`config.mk`:
```
export PLATFORM = sky130hd
export DESIGN_NAME = score_controller_flat
export DESIGN_NICKNAME = d
export VERILOG_FILES = /design/src/rtl/scoreboard_pkg.sv /design/src/rtl/score_controller_if.sv /design/src/rtl/score_pending.sv /design/src/rtl/score_controller.sv /design/src/flat_wrapper.sv
export SDC_FILE = /design/constraint.sdc
export NUM_CORES = 1
export LEC_CHECK = 0
export ABC_AREA = 0
export CAP_MARGIN = 30
export CORE_ASPECT_RATIO = 0.9
export CORE_MARGIN = 4
export CORE_UTILIZATION = 25
export DETAILED_ROUTE_END_ITERATION = 8
export SYNTH_ARGS = -nofsm -noshare
export SYNTH_HDL_FRONTEND = slang
export SYNTH_HIERARCHICAL = 1
export SYNTH_SLANG_ARGS = --single-unit
```
`constraint.sdc`:
```
create_clock -name clk_1mhz -period 3.7 [get_ports clk_1mhz]
set_input_delay 1.11 -clock clk_1mhz [delete_from_list [all_inputs] [get_ports clk_1mhz]]
set_output_delay 1.11 -clock clk_1mhz [all_outputs]
set_load 0.02 [all_outputs]
```
`src/rtl/scoreboard_pkg.sv`:
```
// Shared types and constants for the scoreboard: FSM states, winner codes, default sizes.
package scoreboard_pkg;

   typedef enum logic [1:0] {
      IDLE      = 2'd0,
      HOLD      = 2'd1,
      GAME_OVER = 2'd2
   } state_e;

   localparam logic [1:0] WIN_NONE = 2'b00;
   localparam logic [1:0] WIN_A    = 2'b01;
   localparam logic [1:0] WIN_B    = 2'b10;

   localparam int SCORE_W_DEF   = 5;
   localparam int WIN_SCORE_DEF = 11;

endpackage

```
`src/rtl/score_controller_if.sv`:
```
// Event/score bundle between the pushbutton processors, the score controller and the display.
interface score_controller_if #(
   parameter int SCORE_W = 5
);
   logic               a_up_i;
   logic               a_down_i;
   logic               b_up_i;
   logic               b_down_i;
   logic               new_game_i;
   logic [SCORE_W-1:0] score_a_o;
   logic [SCORE_W-1:0] score_b_o;
   logic [1:0]         winner_o;
   logic               game_over_o;
   logic               update_o;
   logic               overflow_o;

   modport master (
      output a_up_i, a_down_i, b_up_i, b_down_i, new_game_i,
      input  score_a_o, score_b_o, winner_o, game_over_o, update_o, overflow_o
   );

   modport slave (
      input  a_up_i, a_down_i, b_up_i, b_down_i, new_game_i,
      output score_a_o, score_b_o, winner_o, game_over_o, update_o, overflow_o
   );
endinterface

```
`src/rtl/score_pending.sv`:
```
// Per-player pending up/down flags with set-over-clear priority and dropped-event detection.
module score_pending (
   input  logic clk,
   input  logic rst_n,
   input  logic up_i,
   input  logic down_i,
   input  logic clr_i,
   input  logic discard_i,
   input  logic flush_i,
   output logic up_o,
   output logic dn_o,
   output logic drop_o
);

   logic up_q, up_d;
   logic dn_q, dn_d;

   // A pulse landing on the clearing edge re-arms the flag so the event survives.
   always_comb begin
      up_d   = up_q;
      dn_d   = dn_q;
      drop_o = 1'b0;
      if (flush_i) begin
         up_d = 1'b0;
         dn_d = 1'b0;
      end else begin
         if (clr_i) begin
            up_d = 1'b0;
            dn_d = 1'b0;
         end
         if (!discard_i) begin
            if (up_i) begin
               up_d = 1'b1;
               if (up_q && !clr_i) drop_o = 1'b1;
            end
            if (down_i) begin
               dn_d = 1'b1;
               if (dn_q && !clr_i) drop_o = 1'b1;
            end
         end
      end
   end

   always_ff @(posedge clk or negedge rst_n) begin
      if (!rst_n) begin
         up_q <= 1'b0;
         dn_q <= 1'b0;
      end else begin
         up_q <= up_d;
         dn_q <= dn_d;
      end
   end

   assign up_o = up_q;
   assign dn_o = dn_q;

endmodule

```
`src/rtl/score_controller.sv`:
```
// Round-robin score sequencer with saturating scores and win detection.
// Define SCORE_WIN_BY_TWO_EN to require a 2-point lead in addition to WIN_SCORE.
module score_controller
   import scoreboard_pkg::*;
#(
   parameter int SCORE_W   = SCORE_W_DEF,
   parameter int WIN_SCORE = WIN_SCORE_DEF
) (
   input logic              clk_1mhz,
   input logic              rst_n,
   score_controller_if.slave bus
);

   localparam logic [SCORE_W-1:0] SCORE_MAX = {SCORE_W{1'b1}};
   localparam logic [SCORE_W-1:0] WIN_VAL   = SCORE_W'(WIN_SCORE);

   state_e             state_q, state_d;
   logic [SCORE_W-1:0] score_a_q, score_a_d;
   logic [SCORE_W-1:0] score_b_q, score_b_d;
   logic [1:0]         winner_q, winner_d;
   logic               overflow_q, overflow_d;
   logic               rr_q, rr_d;
   logic               last_q, last_d;

   logic a_up, a_dn, a_drop, clr_a;
   logic b_up, b_dn, b_drop, clr_b;
   logic discard, lead_a, lead_b, grant_b;

   assign discard = (state_q == GAME_OVER) || bus.new_game_i;

   score_pending u_pend_a (
      .clk(clk_1mhz), .rst_n(rst_n), .up_i(bus.a_up_i), .down_i(bus.a_down_i),
      .clr_i(clr_a), .discard_i(discard), .flush_i(bus.new_game_i),
      .up_o(a_up), .dn_o(a_dn), .drop_o(a_drop)
   );

   score_pending u_pend_b (
      .clk(clk_1mhz), .rst_n(rst_n), .up_i(bus.b_up_i), .down_i(bus.b_down_i),
      .clr_i(clr_b), .discard_i(discard), .flush_i(bus.new_game_i),
      .up_o(b_up), .dn_o(b_dn), .drop_o(b_drop)
   );

`ifdef SCORE_WIN_BY_TWO_EN
   assign lead_a = ({1'b0, score_a_q} >= ({1'b0, score_b_q} + (SCORE_W+1)'(2)));
   assign lead_b = ({1'b0, score_b_q} >= ({1'b0, score_a_q} + (SCORE_W+1)'(2)));
`else
   assign lead_a = 1'b1;
   assign lead_b = 1'b1;
`endif

   function automatic logic [SCORE_W-1:0] next_score(input logic [SCORE_W-1:0] s,
                                                     input logic up, input logic dn);
      logic [SCORE_W-1:0] r;
      r = s;
      if (up && !dn && (s != SCORE_MAX)) r = s + 1'b1;
      if (dn && !up && (s != '0))        r = s - 1'b1;
      return r;
   endfunction

   // rr_q/last_q: 0 means player A. new_game_i overrides everything at the end.
   always_comb begin
      state_d    = state_q;
      score_a_d  = score_a_q;
      score_b_d  = score_b_q;
      winner_d   = winner_q;
      overflow_d = overflow_q | a_drop | b_drop;
      rr_d       = rr_q;
      last_d     = last_q;
      clr_a      = 1'b0;
      clr_b      = 1'b0;
      grant_b    = (b_up || b_dn) && (!(a_up || a_dn) || rr_q);
      unique case (state_q)
         IDLE: begin
            if (grant_b) begin
               score_b_d = next_score(score_b_q, b_up, b_dn);
               clr_b     = 1'b1;
               rr_d      = 1'b0;
               last_d    = 1'b1;
               state_d   = HOLD;
            end else if (a_up || a_dn) begin
               score_a_d = next_score(score_a_q, a_up, a_dn);
               clr_a     = 1'b1;
               rr_d      = 1'b1;
               last_d    = 1'b0;
               state_d   = HOLD;
            end
         end
         HOLD: begin
            if (!last_q && (score_a_q >= WIN_VAL) && lead_a) begin
               winner_d = WIN_A;
               state_d  = GAME_OVER;
            end else if (last_q && (score_b_q >= WIN_VAL) && lead_b) begin
               winner_d = WIN_B;
               state_d  = GAME_OVER;
            end else begin
               state_d  = IDLE;
            end
         end
         GAME_OVER: state_d = GAME_OVER;
         default:   state_d = IDLE;
      endcase
      if (bus.new_game_i) begin
         state_d    = IDLE;
         score_a_d  = '0;
         score_b_d  = '0;
         winner_d   = WIN_NONE;
         overflow_d = 1'b0;
         rr_d       = 1'b0;
         last_d     = 1'b0;
      end
   end

   always_ff @(posedge clk_1mhz or negedge rst_n) begin
      if (!rst_n) begin
         state_q    <= IDLE;
         score_a_q  <= '0;
         score_b_q  <= '0;
         winner_q   <= WIN_NONE;
         overflow_q <= 1'b0;
         rr_q       <= 1'b0;
         last_q     <= 1'b0;
      end else begin
         state_q    <= state_d;
         score_a_q  <= score_a_d;
         score_b_q  <= score_b_d;
         winner_q   <= winner_d;
         overflow_q <= overflow_d;
         rr_q       <= rr_d;
         last_q     <= last_d;
      end
   end

   assign bus.score_a_o   = score_a_q;
   assign bus.score_b_o   = score_b_q;
   assign bus.winner_o    = winner_q;
   assign bus.game_over_o = (state_q == GAME_OVER);
   assign bus.update_o    = (state_q == HOLD);
   assign bus.overflow_o  = overflow_q;

endmodule

```
`src/flat_wrapper.sv`:
```
// flat-port wrapper written by rule: the top's interface ports become plain ports
module score_controller_flat import scoreboard_pkg::*;
#(
   parameter int SCORE_W   = SCORE_W_DEF,
   parameter int WIN_SCORE = WIN_SCORE_DEF
)
  (clk_1mhz, rst_n, bus_a_up_i, bus_a_down_i, bus_b_up_i, bus_b_down_i, bus_new_game_i, bus_score_a_o, bus_score_b_o, bus_winner_o, bus_game_over_o, bus_update_o, bus_overflow_o);
  score_controller_if #(.SCORE_W(SCORE_W)) bus_i ();
  input logic clk_1mhz;
  input logic rst_n;
  input wire logic [$bits(bus_i.a_up_i)-1:0] bus_a_up_i;
  input wire logic [$bits(bus_i.a_down_i)-1:0] bus_a_down_i;
  input wire logic [$bits(bus_i.b_up_i)-1:0] bus_b_up_i;
  input wire logic [$bits(bus_i.b_down_i)-1:0] bus_b_down_i;
  input wire logic [$bits(bus_i.new_game_i)-1:0] bus_new_game_i;
  output wire logic [$bits(bus_i.score_a_o)-1:0] bus_score_a_o;
  output wire logic [$bits(bus_i.score_b_o)-1:0] bus_score_b_o;
  output wire logic [$bits(bus_i.winner_o)-1:0] bus_winner_o;
  output wire logic [$bits(bus_i.game_over_o)-1:0] bus_game_over_o;
  output wire logic [$bits(bus_i.update_o)-1:0] bus_update_o;
  output wire logic [$bits(bus_i.overflow_o)-1:0] bus_overflow_o;
  assign bus_i.a_up_i = bus_a_up_i;
  assign bus_i.a_down_i = bus_a_down_i;
  assign bus_i.b_up_i = bus_b_up_i;
  assign bus_i.b_down_i = bus_b_down_i;
  assign bus_i.new_game_i = bus_new_game_i;
  assign bus_score_a_o = bus_i.score_a_o;
  assign bus_score_b_o = bus_i.score_b_o;
  assign bus_winner_o = bus_i.winner_o;
  assign bus_game_over_o = bus_i.game_over_o;
  assign bus_update_o = bus_i.update_o;
  assign bus_overflow_o = bus_i.overflow_o;
  score_controller #(.SCORE_W(SCORE_W), .WIN_SCORE(WIN_SCORE)) u_core (.clk_1mhz(clk_1mhz), .rst_n(rst_n), .bus(bus_i));
endmodule
```
Word level (Yosys, flattened, before mapping)

Cells that the tools add are included.

Muxes and demuxes: 63
Bitwise logic cells: 2
Div/mod/pow operators: 0
$mul: 0
Shift-type cells: 0
Order comparisons: 2
Add/sub/neg operators: 4
Reductions and logical operators: 42
Equality and inequality tests: 6

Operators with widths:

| operator                                                              | number |
|---|---|
| 5-bit two-way mux                                                     | 11 |
| 1-bit two-way mux                                                     | 42 |
| 2-bit two-way mux                                                     | 9 |
| 1-bit logical AND                                                     | 15 |
| 3-bit nonzero test                                                    | 4 |
| 5-bit by 1-bit adder with 5-bit output, second input constant         | 2 |
| 5-bit by 4-bit >= comparator with 1-bit output, second input constant | 2 |
| 5-bit != test, second input constant                                  | 2 |
| 5-bit nonzero test                                                    | 2 |
| 5-bit by 1-bit subtractor with 5-bit output, second input constant    | 2 |
| 1-bit zero test                                                       | 8 |
| 2-bit nonzero test                                                    | 4 |
| 2-bit one-hot mux with 3 select lines                                 | 1 |
| 1-bit logical OR                                                      | 4 |
| 4-bit by 2-bit != test with 1-bit output, second input constant       | 1 |
| 2-bit AND reduction                                                   | 2 |
| 4-bit AND reduction                                                   | 1 |
| 3-bit AND reduction                                                   | 1 |
| 2-bit by 1-bit equality test with 1-bit output, second input constant | 1 |
| 2-bit equality test, second input constant                            | 1 |
| 2-bit zero test                                                       | 1 |
| 2-bit != test, second input constant                                  | 1 |
| 1-bit bitwise OR                                                      | 2 |

Register bits after elaboration: 21
Bits in read-only memories: 0
Latch bits: 0
Input bits: 7
Memories kept: 0
Bits in writable memories: 0

Logic depth before layout (Yosys ltp)

Gate-level depths: netlist of the first run.

Depth after elaboration: 17
Mapped depth: 10

Hierarchy

Netlist of the first run, hierarchy kept.

Modules (own cells, without submodules):

| module           | seq. area each (µm²) | cells an instance | area each (µm²) | times used |
|---|---|---|---|---|
| score_controller | 425.4                | 121               | 1146.1          | 1 |
| score_pending    | 50.0                 | 10                | 105.1           | 2 |

Worst setup path after synthesis of the first run

Ideal clock, no wire load.

Path kind: reg2reg
Start point: reg u_core.score_a_q[1] (netlist: u_core/bus.score_a_o[1])
End point: reg u_core.score_a_q[4] (netlist: u_core/bus.score_a_o[4])
Library setup time: 0.078 ns
Data arrival time: 2.246 ns
Slack: 1.377 ns
Cell stages (with the launch flop): 11
Cell sequence: dfrtp_1 nor3_1 a21oi_2 nand2_2 clkinv_4 ha_1 nor2b_1 o21ai_1 nor3b_1 or4_1 a21oi_1

Word-level cells in the longest chain between the ends: 7
Elaborated cells on any way between the ends: 14
Those cells by class: add/sub: 2; eq/ne: 1; mux: 6; reduce/logical: 5

Ends and longest elaborated chain:

| what                                                                         | line                                           | source |
|---|---|---|
| start: declaration                                                           | score_controller.sv:18                         | `logic [SCORE_W-1:0] score_a_q, score_a_d;` |
| start signal: assignment                                                     | score_controller.sv:124                        | `score_a_q <= score_a_d;` |
| 5-bit by 1-bit adder with 5-bit output or 5-bit nonzero test (tied branches) | score_controller.sv:55, score_controller.sv:56 |  |
| 5-bit two-way mux or 1-bit logical AND (tied branches)                       | score_controller.sv:55, score_controller.sv:56 |  |
| 5-bit two-way mux                                                            | score_controller.sv:56                         | `if (dn && !up && (s != '0)) r = s - 1'b1;` |
| 5-bit two-way mux                                                            | score_controller.sv:80                         | `end else if (a_up \|\| a_dn) begin` |
| 5-bit two-way mux                                                            | score_controller.sv:74                         | `if (grant_b) begin` |
| 5-bit two-way mux                                                            | score_controller.sv:72                         | `unique case (state_q)` |
| 5-bit two-way mux                                                            | score_controller.sv:102                        | `if (bus.new_game_i) begin` |

Parallel ways exist; a longest one is shown, timed or not. The select of a mux whose other input is x is not followed.
A chain may end at the register's enable or synchronous reset.

Worst setup path in the final report of the first run

Start point: reg u_core.state_q[0]
End point: out bus_update_o

Word-level cells in the longest chain between the ends: 1

Ends and longest elaborated chain:

| what                                           | line                    | source |
|---|---|---|
| start: declaration                             | score_controller.sv:17  | `state_e state_q, state_d;` |
| start signal: assignment                       | score_controller.sv:123 | `state_q <= state_d;` |
| 2-bit by 1-bit equality test with 1-bit output | score_controller.sv:137 | `assign bus.update_o = (state_q == HOLD);` |
| end: declaration                               | flat_wrapper.sv:20      | `output wire logic [$bits(bus_i.update_o)-1:0] bus_update_o;` |

Every way passes these cells.

==> results.txt, run 1 <==
- After synthesis the cells add up to 1356 um^2.
- Cells with a size suffix above 1 make up 10.84% of the layout.
* Outcome: finished, final reports clean
- Finish-stage setup viols: 0
- The top cell type by area accounts for between 30% and 40% of the synthesized area.
- RD Place Congestion: between 0.7 and 0.8
* Sum of overflow across all layers after global routing: 0
- Count of flip-flops with a built-in enable after synthesis: 0
- Of all flip-flops after synthesis, the portion carrying an async set or reset was between 90% and 100%.
- For the pin with the worst max-slew slack, the measured transition is approximately 0.50 ns.
* Endpoint kind of the worst setup timing path: output port
* Via count of the first global-routing pass: between 1000 and 1500
- Ant diodes: 0
- Depth of the CTS H-tree: 1
- Number of hold violations in the final report: 0
* Distinct cell type count after synthesis: just over 40
- Core outline area: 5255 um^2
- Across the VDD grid, the largest voltage drop is ~0.00016 V.
- Buffers inserted during clock tree synthesis total 3.
- 22 I/O pins were placed.
* Final clock skew: approximately 0.01 ns
- Once placement finished, the instance area stood at ~1700 um^2.
- Cell count after synthesis: about 140
- Time the worst path needs with I/O delays and setup: roughly 2.8 ns
* Placed insts: approximately 230
- Total setup buffers inserted after CTS: 0
- Pleak: 0.7132 nW
* Clock latency reported for the late side of the worst-skew pair: approximately 0.26 ns
- The initial utilization of the core area, before any placement, comes to 25.81%.
- Ranked by total cell area, the synthesized netlist is headed by sky130_fd_sc_hd__dfrtp_1 39%, sky130_fd_sc_hd__a21oi_1 5.5%, sky130_fd_sc_hd__ha_1 5.5%, sky130_fd_sc_hd__nor2_1 4.4%, sky130_fd_sc_hd__xnor2_1 3.9%.
- Worst-path clk slew: approximately 0.08 ns
* Number of search-and-repair iterations in the first detailed-routing pass: 4
* Fraction of the cycle the final worst path needs: between 70 and 80%
- Final nets: about 180
* Most frequent cells in the layout: 21 x sky130_fd_sc_hd__clkdlybuf4s50_1, 21 x sky130_fd_sc_hd__dfrtp_1, 16 x sky130_fd_sc_hd__nor2_1
- Dividing the detail-routed wire length by the instance count gives roughly 13 um.
- From synthesis to final layout, the design area changed by 26.11%.
* Maximum number of pins on one net before global-route repair: 25
- Detailed placement finished with a half-perimeter wire length of approximately 2200 um.
- After the flow finishes, the layout carries non-filler instances totaling about 230.
- Headroom to the max-slew limit came out at 65.96%.
* CTS tree: done
* Crit path DAT: 1.67 ns
- Via density per instance: ~4.5
- Routed Antenna Nets: 0
- The final number of max-transition violations was 0.
* Part of the Yosys area used for sequential elements: between 30 and 40%
- Measured along the x axis, the die boundary spans ~86 um.
- Port buffering added 21 buffers.
- CTS root buffer: sky130_fd_sc_hd__clkbuf_8
* Hold-fix buffer count after cts: 0
- Summing over every cut layer, the via total after detailed routing is around 1100.
- Based on the critical path, the design can be clocked at up to between 0.3 and 0.4 GHz.
* Setup TNS after final layout: 0 ns
* Finished Cell Area: ~1700 um^2
- The worst setup path is launched from a register.
- Global-route wire length before repair: between 5000 and 6000 um
- Setup repair after global routing left no endpoint under its margin.
- Summed over all instances, the cell type with the most area after synthesis is sky130_fd_sc_hd__dfrtp_1.
- Power per cell area: 290.8 nW/um^2
* Total of max-cap violations: 0
- After layout, the design draws a total of a little under 500 uW.
- The worst setup path is of the register to output port kind.
* Type of the most critical hold path: register to register
- Antenna violations before repair: 0
* Vertical die dimension: slightly below 80 um
- Along the worst path, the maximum fanout reaches 5.
* Number of clock sinks seen by CTS: 21
- Once the clock tree was built, the resizer swapped 0 gates to a different size.
- After synthesis the netlist holds a flip-flop and latch count of 21.
- For the worst setup path, the data required time is roughly 2.6 ns.
- Global routing used 9.376% of the available tracks.
* Count of routing violations after the opening detailed-route iteration: slightly above 50
- Synthesis produced a netlist with a net count of 156.
* Syn Area/Cell: roughly 9.6 um^2
- Number of rows in the core area: 25
* Wire length after detailed routing: 2955 um
- The clock passes through at most 2 buffers.
* Die ar.: between 6000 and 7000 um^2
- Yosys printed 6 warnings.
- For this run, design rule violations remaining after detail routing come to 0.
- Flip-flop cell with the highest count after synthesis: sky130_fd_sc_hd__dfrtp_1
path summary, 6_finish.rpt:
check                                         from                 endpoint  slack, ns  depth (start not counted)
setup / recovery                 u_core/state_q[0]             bus_update_o       0.92                          2
hold / removal               u_core/bus.overflow_o    u_core/bus.overflow_o       0.51                          2
setup reg to reg           u_core/bus.score_a_o[1]  u_core/bus.score_a_o[4]       1.28                         10
hold reg to reg              u_core/bus.overflow_o    u_core/bus.overflow_o       0.51                          2
max in group asynchronous                    rst_n        u_core/state_q[0]       2.27                          2
min in group asynchronous                    rst_n  u_core/bus.score_a_o[1]       1.04                          1
where the power goes:
group | internal (mW) | total, mW | switching [mW]
combinational | 0.0421 | 0.0920 | 0.0499
clock | 0.0767 | 0.151 | 0.0747
sequential | 0.240 | 0.254 | 0.0145
total | 0.358 | 0.497 | 0.139
cell usage after synthesis (all sizes together) (2+ instances only):
master  number
a21boi       2
a21o         4
a21oi       16
a22oi        3
clkbuf       2
dfrtp       21
fa           2
ha           6
inv         11
mux2i        5
nand2        5
nand2b       8
nand3        2
nor2        17
nor2b        4
nor3         3
nor3b        2
nor4         2
o21ai        3
o311a        2
o31ai        2
or2          3
or4          2
xnor2        6
kinds of logic after synthesis:
logic type	share of synthesized area, %
mux	3.690
simple gates	20.20
buf+inv	4.244
xor+xnor	3.875
compound gates	20.76
fa+ha+maj	8.487
flops	38.75
critical path, stage by stage, from the launching register on:
cell                              delay [ns]
sky130_fd_sc_hd__dfrtp_1                0.40
sky130_fd_sc_hd__nor2b_1                0.33
sky130_fd_sc_hd__clkdlybuf4s50_1        0.68
per-layer routing:
layer	global-route usage (%)	part of all wire (%)	vias up
li1	-	-	548
met1	13.52	52	488
met2	13.74	42	21
met3	3.503	5.5	2
met4	0.9494	0.14	0
met5	0	0	-
cell type report:
class                      instances  area, um^2
fill                             558        3545
tap                               67       83.83
inverter                          12       50.05
timing repair buffer              23       232.7
multi-input combinational        106       773.2
clock buffer                       4       45.04
sequential                        21       525.5
flip-flops by register name, indices dropped and copies added (netlist names):
signal                 count
u_core/bus.score_a_o       5
u_core/bus.score_b_o       5
u_core/bus.winner_o        2
u_core/state_q             2
u_core/bus.overflow_o      1
u_core/last_q              1
u_core/rr_q                1
u_core/u_pend_a/dn_o       1
u_core/u_pend_a/up_o       1
u_core/u_pend_b/dn_o       1
u_core/u_pend_b/up_o       1
per-stage QoR:
stage	util [%]	hold slack (ns)	setup slack, ns
finish	32.55	0.5127	0.9190
global route	32.55	0.5524	0.8286
CTS	32.26	0.5188	0.9092
detailed placement	31.40	0.4993	1.090
global placement	31.40	0.4976	1.108
floorplan	-	0.5168	1.377
(Power assumes the default switching activity.)
==> run 2: changes to the inputs <==
clock period = 2.8 ns   (was 3.7 ns; I/O delays follow)
==> run 2 against run 1 <==
Compared with the run above: clock power increased by 32%; via count up 1.8%; sequential power up 32%; wire length is 2.7% higher; non-clock buffer count is 1 higher; setup slack worse by 0.60 ns; largest power group unchanged.
==> results.txt, run 2 (synthesis gave the netlist of run 1 again) <==
- The hold path depth was 2 (unchanged).
- The via density per instance is 4.607 (+1.4%).
- The cts-stage hold buffer count was 0 (unchanged).
- Unrepaired setup endpoints after global routing: no
* Number of clock sinks seen by CTS: 21 (unchanged)
* Kind of launch point of the worst setup path: register
* Ordered cell list for the critical path: nor2b_1, clkdlybuf4s50_1
- Type of the most critical hold path: register to register
- DP Wirelength: 2234 um (+0.36%)
- The worst setup path is captured at an output port.
- The final clock skew is 0.003610 ns (-0.006164 ns).
* Final count of pins violating max slew: 0 (unchanged)
- Core outline area: 5255 um^2 (unchanged)
- The depth of the worst register-to-register path came to 10 (unchanged).
* Cells resized by post-CTS repair: 0 (unchanged)
- The filler-free cell count of the finished design was 234 (+0.43%).
- The final number of hold-violating endpoints came to 0 (unchanged).
- The initial standard-cell utilization of the core is 25.81% (unchanged).
* Routed Antenna Nets: 0 (unchanged)
- The number of DRC violations after detailed routing came to 0 (unchanged).
- Wire length after detailed routing: 3036 um (+2.7%)
- Origin of the worst min-delay path: u_core/bus.overflow_o
- Max stage delay on crit path: 0.67 ns (about the same)
- Final nets: 183 (+0.55%)
* CTS tree: done
* Worst vdd rail ir drop: 0.0001504 V (-3.2%)
* Pleak: 0.7185 nW (+0.74%)
- Count of port buffers added during placement: 21 (unchanged)
- The horizontal extent of the die came to 85.64 um (unchanged).
- P&R area growth vs syn: 26.20% (about the same)
- The global-route wire length before repair is 5271 um (+2.8%).
- # IOs: 22 (unchanged)
* Placed insts: 230 (+0.88%)
- Worst-path clk slew: 0.08 ns (about the same)
- CP Data Required Time: 1.96 ns (-0.63 ns)
- The clock period could shrink to approximately 2.5 ns.
* RD Place Congestion: 0.7515 (about the same)
- Worst Tran Pin Value: 0.5245 ns (+0.02046 ns)
- CP Class: register to output port
* Critical-path cell with the highest stage delay: sky130_fd_sc_hd__clkdlybuf4s50_1
- Clock latency reported for the late side of the worst-skew pair: 0.26 ns (about the same)
- The flow ran to the end, and the final reports show no timing, DRC or antenna violations.
- The placement row count is 25 (unchanged).
* Vertical die dimension: 77.88 um (unchanged)
* Die ar.: 6669 um^2 (unchanged)
- The total of max-cap violations came to 0 (unchanged).
- In the layout the commonest cells are 21 x sky130_fd_sc_hd__clkdlybuf4s50_1, 21 x sky130_fd_sc_hd__dfrtp_1, 16 x sky130_fd_sc_hd__nor2_1.
- Via count: 1078 (+1.8%)
* Max-Slew Margin vs Limit: 64.58% (-1.4 points)
- Finish-stage setup viols: 0 (unchanged)
- The number of antenna repair diodes came to 0 (unchanged).
- CTS root buffer: sky130_fd_sc_hd__clkbuf_8
- TritonCTS buffer count: 3 (unchanged)
- The initial antenna violation count was 0 (unchanged).
- Depth of the CTS H-tree: 1 (unchanged)
- Based on the critical path, the design can be clocked at up to 0.4038 GHz.
- Fraction of the cycle the final worst path needs: approximately 88%
- The final cell utilization of the core was 32.57% (about the same).
* Startpoint of the worst-slack reg-to-reg timing path: u_core/bus.score_a_o[1]
- Setup TNS after final layout: 0 ns (unchanged)
* Buffer levels on the longest clock path: 2 (unchanged)
- Layout cell share with drive strength beyond 1: 11.98% (+1.1 points)
- The worst path arrival time came to 1.64 ns (-0.03 ns).
- The via count of the first global-routing pass is 1054 (-0.095%).
* Crit-path max FO: 3 (-2)
- The maximum number of pins on one net before global-route repair came to 24 (-4.0%).
- The number of iterations in the first detailed-routing pass came to 4 (unchanged).
- Count of routing violations after the opening detailed-route iteration: 83 (+63%)
- Critical path origin: u_core/state_q[1]
- Sum of overflow across all layers after global routing: 0 (unchanged)
* Total setup buffers inserted after CTS: 0 (unchanged)
- The global-route total usage across every layer came to 9.881% (+0.50 points).
- Power per cell area: 385.2 nW/um^2 (+32%)
* Routed len/inst: 12.97 um (+2.3%)
## run 2: cell types whose count changed in the layout (fill, tap and decap cells not counted), sizes merged
cell,previous run,this run
clkinv,1,2
clkbuf,4,3
buf,2,3
## run 2: path summary, 6_finish.rpt
| check | end | slack [ns] |
|---|---|---|
| worst max-delay path | bus_game_over_o | 0.32 |
| worst max register to register | u_core/bus.score_a_o[4] | 0.39 |
| worst min-delay path | u_core/bus.overflow_o | 0.52 |
| min in group asynchronous | u_core/u_pend_b/up_o | 0.93 |
| max in group asynchronous | u_core/bus.score_a_o[3] | 1.66 |
| worst min register to register | u_core/bus.overflow_o | 0.52 |
## run 2: final cells by class
| type | instances | area (um^2) |
|---|---|---|
| fill | 550 | 3543 |
| clock inverter | 1 | 5.005 |
| tap | 67 | 83.83 |
| sequential | 21 | 525.5 |
| clock buffer | 3 | 41.29 |
| timing repair buffer | 24 | 232.7 |
| inverter | 12 | 50.05 |
| multi-input combinational | 106 | 773.2 |
## run 2: worst max-delay path: cells and delay by family, from the launching register on
family	cells	cell delay [ns]
AND/OR/NAND/NOR	1	0.30
buffers and inverters	1	0.67
flip-flops	1	0.41
## run 2: per-layer routing
layer  global-route usage (%)  share of wire [%]  routed length, um  up-vias
li1                         -                  -                  -      546
met1                    14.54                 53               1624      518
met2                    13.98                 43               1301       12
met3                    2.654                3.2                 97        2
met4                    2.848               0.43                 13        0
met5                        0                  0                  0        -
## run 2: stage by stage
stage	instance area [um^2]	hold WS, ns	worst slack, ns	power (mW)
after floorplan	1356	0.5168	0.4767	0.4166
after global placement	1665	0.4909	0.4277	0.4652
after detailed placement	1665	0.4997	0.4086	0.4665
after CTS	1712	0.5205	0.2935	0.6726
after global routing	1712	0.5537	0.1951	0.7042
final	1712	0.5214	0.3236	0.6593
## run 2: power breakdown
| part | total (mW) | internal [mW] | leakage, nW | switching (mW) |
|---|---|---|---|---|
| Sequential | 0.335 | 0.316 | 0.287 | 0.0191 |
| Clock | 0.200 | 0.0991 | 0.0255 | 0.101 |
| Combinational | 0.123 | 0.0566 | 0.406 | 0.0668 |
| Total | 0.659 | 0.472 | 0.718 | 0.187 |
==> variant 1, RTL diff (config.mk and constraints of run 2) <==
The option `SCORE_WIN_BY_TWO_EN` is turned on by a define.
--- a/src/rtl/score_controller.sv
+++ b/src/rtl/score_controller.sv
@@ -1,4 +1,6 @@
 // Round-robin score sequencer with saturating scores and win detection.
 // Define SCORE_WIN_BY_TWO_EN to require a 2-point lead in addition to WIN_SCORE.
+`define SCORE_WIN_BY_TWO_EN
+
 module score_controller
    import scoreboard_pkg::*;
Behaviour: no difference found for any inputs over 10 cycles, from zero or initial values and one cycle with rst_n low; that may be too few to reach the edited logic, so the function may still have changed.
==> variant 1 against run 2 <==
- clock power grew 6%
- global-route usage increased by 0.67 points
- power increased by 10%
- utilization shrank 1.0 points
- design area increased by 21%
- worst setup slack worse by 0.13 ns
- synthesized area up 24%
- via count increased by 27%
- sequential cell count stayed put
- routed wire length rose by 29%
- final cell count grew 26%
==> variant 1: results (changes against run 2) <==
status: "completed"  # unchanged
reg2reg_slack_ns: 0.49  # was 0.39 ns
grtUsageTotal_pct: 10.6  # was 9.88%
bufAreaShareNonClock_pct: 12.0  # was 13.6%
powerSeq_mw: 0.341  # was 0.335 mW
ys_types: 46  # was 41
r2r_start: "u_core/bus.score_b_o[1]"  # was u_core/bus.score_a_o[1]
core_um2: 6550  # was 5260 µm²
grt_pass1_vias: 1436  # was 1054
p_int_mw: 0.497  # was 0.472 mW
insertion_delay_ns: 0.26  # about the same
grt_pass1_wl_mm: 6.97  # was 5.27 mm
buffers: 26  # was 24
reg2reg_to: "u_core/bus.score_b_o[4]"  # was u_core/bus.score_a_o[4]
async_reset_ff_share_pct: 100  # unchanged
cts-buffers-inserted: 3  # unchanged
multi_input_area_um2: 1090  # was 773 µm²
placed_cells: 290  # was 230
wl_met3_um: 161  # was 97 µm
inverters: 11  # was 12
wl_met1_mm: 2.13  # was 1.62 mm
grt_max_degree: 26  # was 24
firstDrtPassIters: 4  # unchanged
nMultiInputCombCells: 142  # was 106
viasPerCell: 4.67  # was 4.61
clockNetworkAreaShare_pct: 2.36  # was 2.70%
place_hpwl_mm: 2.97  # was 2.23 mm
regArea_um2: 526  # unchanged
cts_root_buffer: "clkbuf_8"  # unchanged
worstMarginPinSlew_ns: 0.554  # was 0.524 ns
diodes: 0  # unchanged
drive_above_1_share_pct: 9.31  # was 12.0%
worstHoldStart: "u_core/bus.overflow_o"  # unchanged
irDropWorstVdd_mv: 0.252  # was 0.150 mV
clkSlewWorstSetupHoldPaths_ns: 0.09
synthCells: 177  # was 141
finClkSkew_ns: 0.00436  # was 0.00361 ns
clock_power_mw: 0.212  # was 0.200 mW
synth-edff-count: 0  # unchanged
io_buffer_count: 21  # unchanged
drt_iter0_drc: 93  # was 83
p_leak_nw: 0.849  # was 0.718 nW
synthTopCellsByCount: "dfrtp_1, nor2_1, ha_1"  # was dfrtp_1, nor2_1, a21oi_1
ys.flop_type: "dfrtp_1"  # unchanged
synth_area_leaders: "dfrtp_1, ha_1, nand2b_1"  # was dfrtp_1, a21oi_1, ha_1
min_path_type: "flip-flop to flip-flop"  # unchanged
hold-worst-slack_ns: 0.514  # was 0.521 ns
nets: 233  # was 183
fillers: 665  # was 550
met2_length_mm: 1.61  # was 1.30 mm
syn_nets: 205  # was 156
wirelength_mm: 3.92  # was 3.04 mm
routabilityCongestion: 0.797  # was 0.752
wire_per_inst_um: 13.3  # was 13.0 µm
maxCapViolations: 0  # unchanged
yosysSeqAreaShare_pct: 31.3  # was 38.7%
r2r_cells: 9  # was 10
clock-sinks: 21  # unchanged
cp_max_fo: 6  # was 3
==> variant 1: cell types whose count changed after synthesis, moves of 3 or more <==
cell / run 2 / this run
nand2_1: 4 / 0
nor2_1: 16 / 20
ha_1: 6 / 19
nand2b_1: 8 / 13
o21ai_0: 1 / 5
nand3_1: 2 / 7
xnor2_1: 6 / 9
==> variant 1: through the flow <==
stage          area, µm²  setup slack (ns)  total power [mW]
6_report            2070             0.195             0.728
5_1_grt             2070            0.0597             0.776
4_1_cts             2070             0.173             0.739
3_5_place_dp        2020             0.486             0.523
3_3_place_gp        2020             0.514             0.519
2_1_floorplan       1680             0.561             0.456
==> variant 1: logic make-up after synthesis <==
family | share of synthesized area, %
mux | 3.05
fa+ha+maj | 16.5
flops | 31.2
compound gates | 22.0
simple gates | 18.2
buf+inv | 3.79
xor+xnor | 5.21
==> variant 1: routing by layer <==
metal  track usage (%)  vias to the layer above
met4              1.18                        0
met2              16.2                       30
met5                 0                        -
met1              15.2                      646
met3              2.89                        2
li1                  -                      694
==> variant 1: critical path, stage by stage, from the launching register on <==
cell and delay, ns:
dfrtp_1 0.45, nor2b_1 0.36, clkdlybuf4s50_1 0.69
==> variant 1: how the worst max path moves through the flow <==
stage / start / to / slack [ns] / cells past startpoint
final: u_core/state_q[0] / bus_update_o / 0.19 / 2
after global placement: u_core/state_q[0] / bus_update_o / 0.51 / 2
after global routing: u_core/state_q[0] / bus_update_o / 0.06 / 2
after CTS: u_core/state_q[0] / bus_update_o / 0.17 / 2
after detailed placement: u_core/bus.score_b_o[1] / u_core/bus.score_b_o[4] / 0.49 / 9
after floorplan: u_core/bus.score_a_o[1] / u_core/bus.score_a_o[4] / 0.56 / 8
==> variant 2, RTL diff (settings of run 2) <==
Made on the original files. Re-encode `state_e` (3 states) as one-hot, 3 bits wide.
--- a/src/rtl/scoreboard_pkg.sv
+++ b/src/rtl/scoreboard_pkg.sv
@@ -2,8 +2,8 @@
 package scoreboard_pkg;
 
-   typedef enum logic [1:0] {
-      IDLE      = 2'd0,
-      HOLD      = 2'd1,
-      GAME_OVER = 2'd2
+   typedef enum logic [2:0] {
+      IDLE      = 3'b001,
+      HOLD      = 3'b010,
+      GAME_OVER = 3'b100
    } state_e;
 
Formal check against the unedited RTL: no difference found for any inputs over 10 cycles, from zero or initial values and one cycle with rst_n low; not proved beyond that.
==> variant 2 against run 2 <==
- sequential cell count rose by 1
- sequential power rose by 7.2%
- combinational power rose by 14%
- design area rose by 7.0%
- non-clock buffer count rose by 3
- worst setup slack got worse by 0.12 ns
- synthesized area rose by 7.7%
- clock skew fell by 0.0026 ns
- power rose by 5.8%
- routed wire length fell by 0.89%
- utilization fell by 0.21 points
- critical endpoint is now u_core/bus.score_b_o[4]
- largest cell class unchanged
- largest power group unchanged
==> variant 2: results (changes against run 2) <==
grt_pass1_wl_mm: 5.05  # was 5.27 mm
ys_types: 45  # was 41
synth-adder-area-share_pct: 7.88  # was 8.49%
viasPerCell: 4.69  # was 4.61
fillers: 603  # was 550
rows: 26  # was 25
synth-xor-area-share_pct: 3.60  # was 3.87%
crit_family: "simple AND/OR/NAND/NOR gates"  # was buffers and inverters
irDropWorstVdd_mv: 0.276  # was 0.150 mV
status: "completed"  # unchanged
placed_area_um2: 1790  # was 1670 µm²
clock_buffers: 4  # was 3
synthTopCellsByCount: "dfrtp_1, a21oi_1, nor2_1"  # was dfrtp_1, nor2_1, a21oi_1
drive_above_1_share_pct: 12.3  # was 12.0%
cpPeakStageDelay_ns: 0.55  # was 0.67 ns
cp_max_fo: 7  # was 3
power_density_nw_per_um2: 381  # was 385 nW/µm²
grt_max_degree: 26  # was 24
buffers: 27  # was 24
relSlewSlack_pct: 75.1  # was 64.6%
preCtsSetupSlack_ns: 0.218  # was 0.409 ns
clockNetworkAreaShare_pct: 2.46  # was 2.70%
synth_area_leaders: "dfrtp_1, a21oi_1, ha_1"  # unchanged
fin_cells: 249  # was 234
drt_iter0_drc: 40  # was 83
routabilityCongestion: 0.734  # was 0.752
place_hpwl_mm: 2.29  # was 2.23 mm
multi_input_area_share_pct: 46.4  # was 45.2%
bufAreaShareNonClock_pct: 13.9  # was 13.6%
## variant 2: cell count changes in the layout (fill, tap and decap cells not counted), sizes merged, moves of 2 or more
| cell | change |
|---|---|
| clkinv | -2 |
| and2b | +3 |
| nor3b | +2 |
| buf | +3 |
| nand2 | -2 |
| nor2b | -2 |
| and3b | +2 |
| o311a | -2 |
| a21boi | -2 |
| nand2b | +3 |
| o21ai | +3 |
## variant 2: logic make-up (layout without fill, tap and decap cells)
logic type      Yosys count  count (layout)
compound gates           38              38
xor+xnor                  6               6
fa+ha+maj                 8               8
buf+inv                  13              42
flops                    22              22
mux                       6               6
simple gates             57              57
## variant 2: layer usage
layer  GRT usage [%]  part of all wire [%]  vias to the layer above
li1                -                     -                      592
met1            11.8                    49                      554
met2            14.5                    46                       18
met3            2.56                   4.2                        4
met4            1.66                  0.86                        0
met5               0                     0                        -
## variant 2: power by group
| part | switching, mW | internal [mW] | total [mW] |
|---|---|---|---|
| Combinational | 0.0721 | 0.0680 | 0.140 |
| Sequential | 0.0241 | 0.335 | 0.359 |
| Clock | 0.0975 | 0.101 | 0.199 |
| Total | 0.194 | 0.504 | 0.698 |
## variant 2: final timing paths
| path | end | depth (start not counted) | start | slack, ns |
|---|---|---|---|---|
| hold reg to reg | u_core/bus.winner_o[1] | 2 | u_core/bus.winner_o[1] | 0.54 |
| setup / recovery | u_core/bus.score_b_o[4] | 9 | u_core/bus.score_b_o[1] | 0.20 |
| setup reg to reg | u_core/bus.score_b_o[4] | 9 | u_core/bus.score_b_o[1] | 0.20 |
| min in group asynchronous | u_core/bus.overflow_o | 2 | rst_n | 0.92 |
| hold / removal | u_core/bus.winner_o[1] | 2 | u_core/bus.winner_o[1] | 0.54 |
| max in group asynchronous | u_core/state_q[0] | 2 | rst_n | 1.59 |
